### src/rtl/pipemdu.sv
`timescale 1ns/1ps
// pipemdu: iterative 32-step shift-add multiply / restoring divide; owns HI/LO.
// Latency: accept + 32 CALC + FIX = 34 cycles; divide by zero is accept + FIX.
// Backpressure: estall freezes the front end during accept and CALC, low in FIX.
module pipemdu (
    input  logic        clock,
    input  logic        resetn,
    input  logic        estart,
    input  logic [1:0]  emdop,
    input  logic [31:0] ea,
    input  logic [31:0] eb,
    input  logic        ewhi,
    input  logic        ewlo,
    input  logic        ecancel,
    output logic        estall,
    output logic [31:0] hi,
    output logic [31:0] lo
);

    typedef enum logic [1:0] {IDLE, CALC, FIX} state_t;

    state_t      state;
    state_t      state_nxt;

    logic        op_div;     // latched op is DIV/DIVU
    logic        dz;         // latched divide-by-zero
    logic        neg_q;
    logic        neg_r;
    logic [31:0] opa;        // |ea|: multiplicand, or dividend shifting into quotient
    logic [31:0] opb;        // |eb|: multiplier shifting out, or divisor
    logic [63:0] acc;        // product; upper half doubles as divide remainder
    logic [4:0]  cnt;

    logic        accept;
    logic        in_signed;
    logic        in_dz;
    logic [31:0] ea_mag;
    logic [31:0] eb_mag;

    logic [32:0] mul_sum;
    logic [63:0] mul_acc;
    logic [31:0] mul_opb;

    logic [32:0] rem_sh;
    logic        no_borrow;
    logic [31:0] rem_nxt;
    logic [31:0] quo_nxt;

    logic [63:0] mul_res;
    logic [31:0] div_lo;
    logic [31:0] div_hi;

    // Input decode: accept qualification and operand magnitudes
    always_comb begin
        accept    = (state == IDLE) && estart && !ecancel;
        in_signed = !emdop[0];
        in_dz     = emdop[1] && (eb == 32'd0);
        ea_mag    = (in_signed && ea[31]) ? (32'd0 - ea) : ea;
        eb_mag    = (in_signed && eb[31]) ? (32'd0 - eb) : eb;
    end

    // One multiply step and one restoring-divide step, selected later by op_div
    always_comb begin
        mul_sum   = {1'b0, acc[63:32]} + (opb[0] ? {1'b0, opa} : 33'd0);
        mul_acc   = {mul_sum, acc[31:1]};
        mul_opb   = {acc[0], opb[31:1]};
        rem_sh    = {acc[63:32], opa[31]};
        no_borrow = (rem_sh >= {1'b0, opb});
        rem_nxt   = no_borrow ? (rem_sh[31:0] - opb) : rem_sh[31:0];
        quo_nxt   = {opa[30:0], no_borrow};
    end

    // Sign fix-up applied when results are committed in FIX
    always_comb begin
        mul_res = neg_q ? (64'd0 - acc) : acc;
        div_lo  = neg_q ? (32'd0 - opa) : opa;
        div_hi  = neg_r ? (32'd0 - acc[63:32]) : acc[63:32];
    end

    // State register
    always_ff @(posedge clock or negedge resetn) begin
        if (!resetn) state <= IDLE;
        else         state <= state_nxt;
    end

    // Next-state and stall; a flush always wins and never stalls
    always_comb begin
        state_nxt = state;
        estall    = 1'b0;
        if (ecancel) begin
            state_nxt = IDLE;
        end else begin
            case (state)
                IDLE: begin
                    if (estart) begin
                        estall    = 1'b1;
                        state_nxt = in_dz ? FIX : CALC;
                    end
                end
                CALC: begin
                    estall = 1'b1;
                    if (cnt == 5'd31) state_nxt = FIX;
                end
                FIX:     state_nxt = IDLE;
                default: state_nxt = IDLE;
            endcase
        end
    end

    // Operand latch on accept, then one iteration per CALC cycle
    always_ff @(posedge clock or negedge resetn) begin
        if (!resetn) begin
            op_div <= 1'b0;
            dz     <= 1'b0;
            neg_q  <= 1'b0;
            neg_r  <= 1'b0;
            opa    <= 32'd0;
            opb    <= 32'd0;
            acc    <= 64'd0;
            cnt    <= 5'd0;
        end else if (accept) begin
            op_div <= emdop[1];
            dz     <= in_dz;
            neg_q  <= in_signed && (ea[31] ^ eb[31]);
            neg_r  <= in_signed && ea[31];
            // a zero divisor returns the raw dividend in HI, so keep it unmodified
            opa    <= in_dz ? ea : ea_mag;
            opb    <= eb_mag;
            acc    <= 64'd0;
            cnt    <= 5'd0;
        end else if (state == CALC && !ecancel) begin
            cnt <= cnt + 5'd1;
            if (op_div) begin
                acc[63:32] <= rem_nxt;
                opa        <= quo_nxt;
            end else begin
                acc <= mul_acc;
                opb <= mul_opb;
            end
        end
    end

    // HI/LO: results commit at the edge ending FIX; MTHI/MTLO only when idle
    always_ff @(posedge clock or negedge resetn) begin
        if (!resetn) begin
            hi <= 32'd0;
            lo <= 32'd0;
        end else if (!ecancel) begin
            if (state == FIX) begin
                if (!op_div) begin
                    hi <= mul_res[63:32];
                    lo <= mul_res[31:0];
                end else if (dz) begin
                    hi <= opa;
                    lo <= 32'hFFFF_FFFF;
                end else begin
                    hi <= div_hi;
                    lo <= div_lo;
                end
            end else if (state == IDLE && !estart) begin
                if (ewhi) hi <= ea;
                if (ewlo) lo <= ea;
            end
        end
    end

endmodule

### config.mk
export PLATFORM = sky130hd
export DESIGN_NAME = pipemdu
export DESIGN_NICKNAME = d
export VERILOG_FILES = /design/src/rtl/pipemdu.sv
export SDC_FILE = /design/constraint.sdc
export NUM_CORES = 1
export LEC_CHECK = 0
export CELL_PAD_IN_SITES_DETAIL_PLACEMENT = 1
export CELL_PAD_IN_SITES_GLOBAL_PLACEMENT = 2
export CORE_ASPECT_RATIO = 1.4
export CORE_UTILIZATION = 38
export DETAILED_ROUTE_END_ITERATION = 12
export PLACE_DENSITY_LB_ADDON = 0.1
export SKIP_LAST_GASP = 1
export SLEW_MARGIN = 0
export SYNTH_ARGS = -nofsm -noshare
export SYNTH_HDL_FRONTEND = slang
export SYNTH_SLANG_ARGS = --single-unit
export TNS_END_PERCENT = 10
### constraint.sdc
create_clock -name clock -period 8.9 [get_ports clock]
set_clock_uncertainty 0.15 [all_clocks]
set_input_delay 2.67 -clock clock [delete_from_list [all_inputs] [get_ports clock]]
set_output_delay 2.67 -clock clock [all_outputs]
set_load 0.02 [all_outputs]
==> impl_metrics.tcl <==
set metrics [dict create \
    worstHoldStart "lo[26]" \
    die_y_um 253 \
    overflow 0 \
    hpwl_um 53300 \
    pwr-share-comb_pct 56.4 \
    clkPwrFrac_pct 16.4 \
    diodes 0 \
    rows 91 \
    multi_input_area_sq_um 11200 \
    portBuffers 136 \
    synth_cells 2182 \
    dieArea_sq_um 45800 \
    max_freq_mhz 145 \
    powerDensity_nw_per_um2 328 \
    via_per_inst 6.12 \
    dpl_cell_area_sq_um 18900 \
    synth_edf_count 0 \
    final-hold-violation-count 0 \
    cts.sinks 203 \
    cts_max_path_buffers 3 \
    slew_viol_final 0 \
    synth_xor_area_share_pct 9.85 \
    swShare_pct 49.2 \
    yosys_register_bits 203 \
    wl_per_cell_um 24.9 \
    grt_pass1_wl_um 107000 \
    die_w_um 181 \
    sequentialPowerShare_pct 27.2 \
    holdBufCountCts 0 \
    fillers 5325 \
    cp-startpoint "ecancel" \
    slew-limit-headroom_pct 20.5 \
    nNetsFinal 2370 \
    grt_usage_pct 30.3 \
    arrival_ps 4050 \
    hold_path_depth 2 \
    design_area_sq_um 19700 \
    cts_tree "built" \
    synth_ff_type "dfrtp_1" \
    numCtsBuffers 25 \
    grt_pass1_vias 17800 \
    required_ps 6080 \
    ant_nets 0 \
    grt_max_degree 81 \
    ys_warn_count 0 \
    r2r_cells 9 \
    drive_gt1_share_pct 4.78 \
    vias 17100 \
    critPathCaptureType "output pin" \
    htree_levels 1 \
    fp.coreArea_sq_um 44200 \
    synth-adder-area-share_pct 5.51 \
    layout_min_cycle_time_ps 6870 \
    synth_top_family_by_area "compound AO/OA/AOI/OAI gates" \
    p_switching_mw 3.18 \
    area_growth_pct 15.2 \
    setup_viol 0 \
    synth-simple-area-share_pct 17.7 \
    yosysSeqAreaShare_pct 29.7 \
    clock_latency_ps 560 \
    final_common_cell "o21ai_0" \
    drt_iter0_markers 826 \
    p_leak_nw 8.17 \
    fin_crit_sh_pct 77.2 \
    cts_root_buffer "clkbuf_16" \
    status "finished, final reports clean" \
    crit_type "in -> out" \
    async_flop_share_pct 100 \
    grt_setup_unrepaired "false" \
    syn_area_sq_um 17100 \
    firstDrtPassIters 5 \
    tightestPinTransition_ps 1190 \
    synthMuxAreaShare_pct 3.60 \
    holdCritPathClass "reg -> reg" \
    antenna_found_initial 2 \
    syn_area_per_cell_sq_um 7.83 \
    start_kind "input pin" \
    cp_max_fo 3 \
    rr_startpoint "acc[4]" \
    gp_congestion 0.911 \
    ctsResizeCount 0 \
    start_util_pct 38.7 \
    synth_nets 2328 \
    post_cts_buffers 0 \
    cap_viol_max_count 0 \
    synth_compound_area_share_pct 28.7 \
    io_pins 137 \
    layout_common_cells "o21ai_0, nand2_1, a21oi_1" \
    vdd_drop_max_mv 0.205 \
    seq_area_sq_um 5080 \
    synth_cell_types 67 \
    drc_errors 0 \
    fin_setup_tns_ps 0 \
    clk_pin_slew_worst_paths_ps 50 \
    intPower_mw 3.27 \
    routed_wl_um 69700 \
]
## per-stage QoR
| step | cells | total power, mW | worst slack [ps] | hold WS (ps) | utilization [%] |
|---|---|---|---|---|---|
| after floorplan | 2182 | 4.08 | 2630 | 300 | - |
| after global placement | 2755 | 5.28 | 2040 | 312 | 42.7 |
| after detailed placement | 2755 | 5.37 | 2040 | 319 | 42.7 |
| after CTS | 2795 | 6.46 | 2030 | 332 | 44.5 |
| after global routing | 2795 | 6.90 | 1960 | 343 | 44.5 |
| final | 2795 | 6.45 | 2030 | 324 | 44.5 |
## per-layer routing
layer / track usage, % / routed length, um
met5: 0 / 15
met4: 13.1 / 3080
met3: 2.80 / 2460
met2: 58.1 / 37300
met1: 33.6 / 26900
## critical path: stages
cell and delay (ps):
clkdlybuf4s50_1 470, nor2_1 140, o21ai_2 80, inv_1 80, clkdlybuf4s50_1 610
## cells in the mapped netlist (5+ instances only)
cell type,number,share of area [%]
a211oi_1,18,0.79
a21o_1,35,1.5
a21oi_1,207,6.1
a221oi_1,31,1.6
a22o_1,34,1.7
a22oi_1,26,1.1
a31oi_1,22,0.81
and2_1,34,1.2
and3_1,7,0.26
buf_1,9,0.20
clkbuf_1,138,3.0
dfrtp_1,203,30
ha_1,72,5.3
inv_1,72,1.6
mux2i_1,58,3.4
nand2_1,237,5.2
nand2b_1,9,0.33
nand3_1,38,1.1
nand4_1,10,0.37
nor2_1,149,3.3
nor2b_1,12,0.44
nor3_1,32,0.94
nor3b_1,6,0.26
nor4_1,18,0.66
o2111ai_1,7,0.36
o211ai_1,19,0.84
o21a_1,12,0.53
o21ai_0,264,7.7
o21ai_1,5,0.15
o21bai_1,10,0.44
o221ai_1,12,0.62
o22ai_1,17,0.62
o31a_1,5,0.26
o31ai_1,35,1.5
o41ai_1,12,0.62
or2_2,13,0.48
or3_1,32,1.2
or4_1,21,0.92
xnor2_1,105,5.4
xor2_1,87,4.5
## registers in the layout, summed over array words and instances, names as in the netlist
| signal | flops |
|---|---|
| acc | 64 |
| cnt | 5 |
| dz | 1 |
| hi | 32 |
| lo | 32 |
| neg_q | 1 |
| neg_r | 1 |
| op_div | 1 |
| opa | 32 |
| opb | 32 |
| state | 2 |
## kinds of logic after synthesis
family	after synthesis
compound gates	794
simple gates	637
buf+inv	221
flops	203
xor+xnor	192
fa+ha+maj	74
mux	61
## final timing paths
kind / endpoint / slack (ps)
worst min register to register: lo[26] / 320
min in group asynchronous: hi[22] / 2020
max in group asynchronous: op_div / 5130
worst max-delay path: estall / 2030
worst max register to register: hi[13] / 4090
worst min-delay path: lo[26] / 320
## power groups by stage
| stage | Sequential (mW) | Clock, mW | Combinational, mW |
|---|---|---|---|
| floorplan | 1.53 | 0 | 2.55 |
| global placement | 1.75 | 0 | 3.53 |
| detailed placement | 1.76 | 0 | 3.62 |
| CTS | 1.74 | 1.08 | 3.64 |
| global route | 1.79 | 1.11 | 3.99 |
| finish | 1.75 | 1.06 | 3.64 |
## area by class of cell
cell class              count  share of cell area (%)
multi-input cells        1758                    57.1
clock inverters             7                   0.572
flip-flops and latches    203                    25.8
clock buffers              33                    3.59
well taps                 558                    3.55
inverters                  72                    1.37
repair buffers            164                    8.01
(Power assumes the default switching activity.)
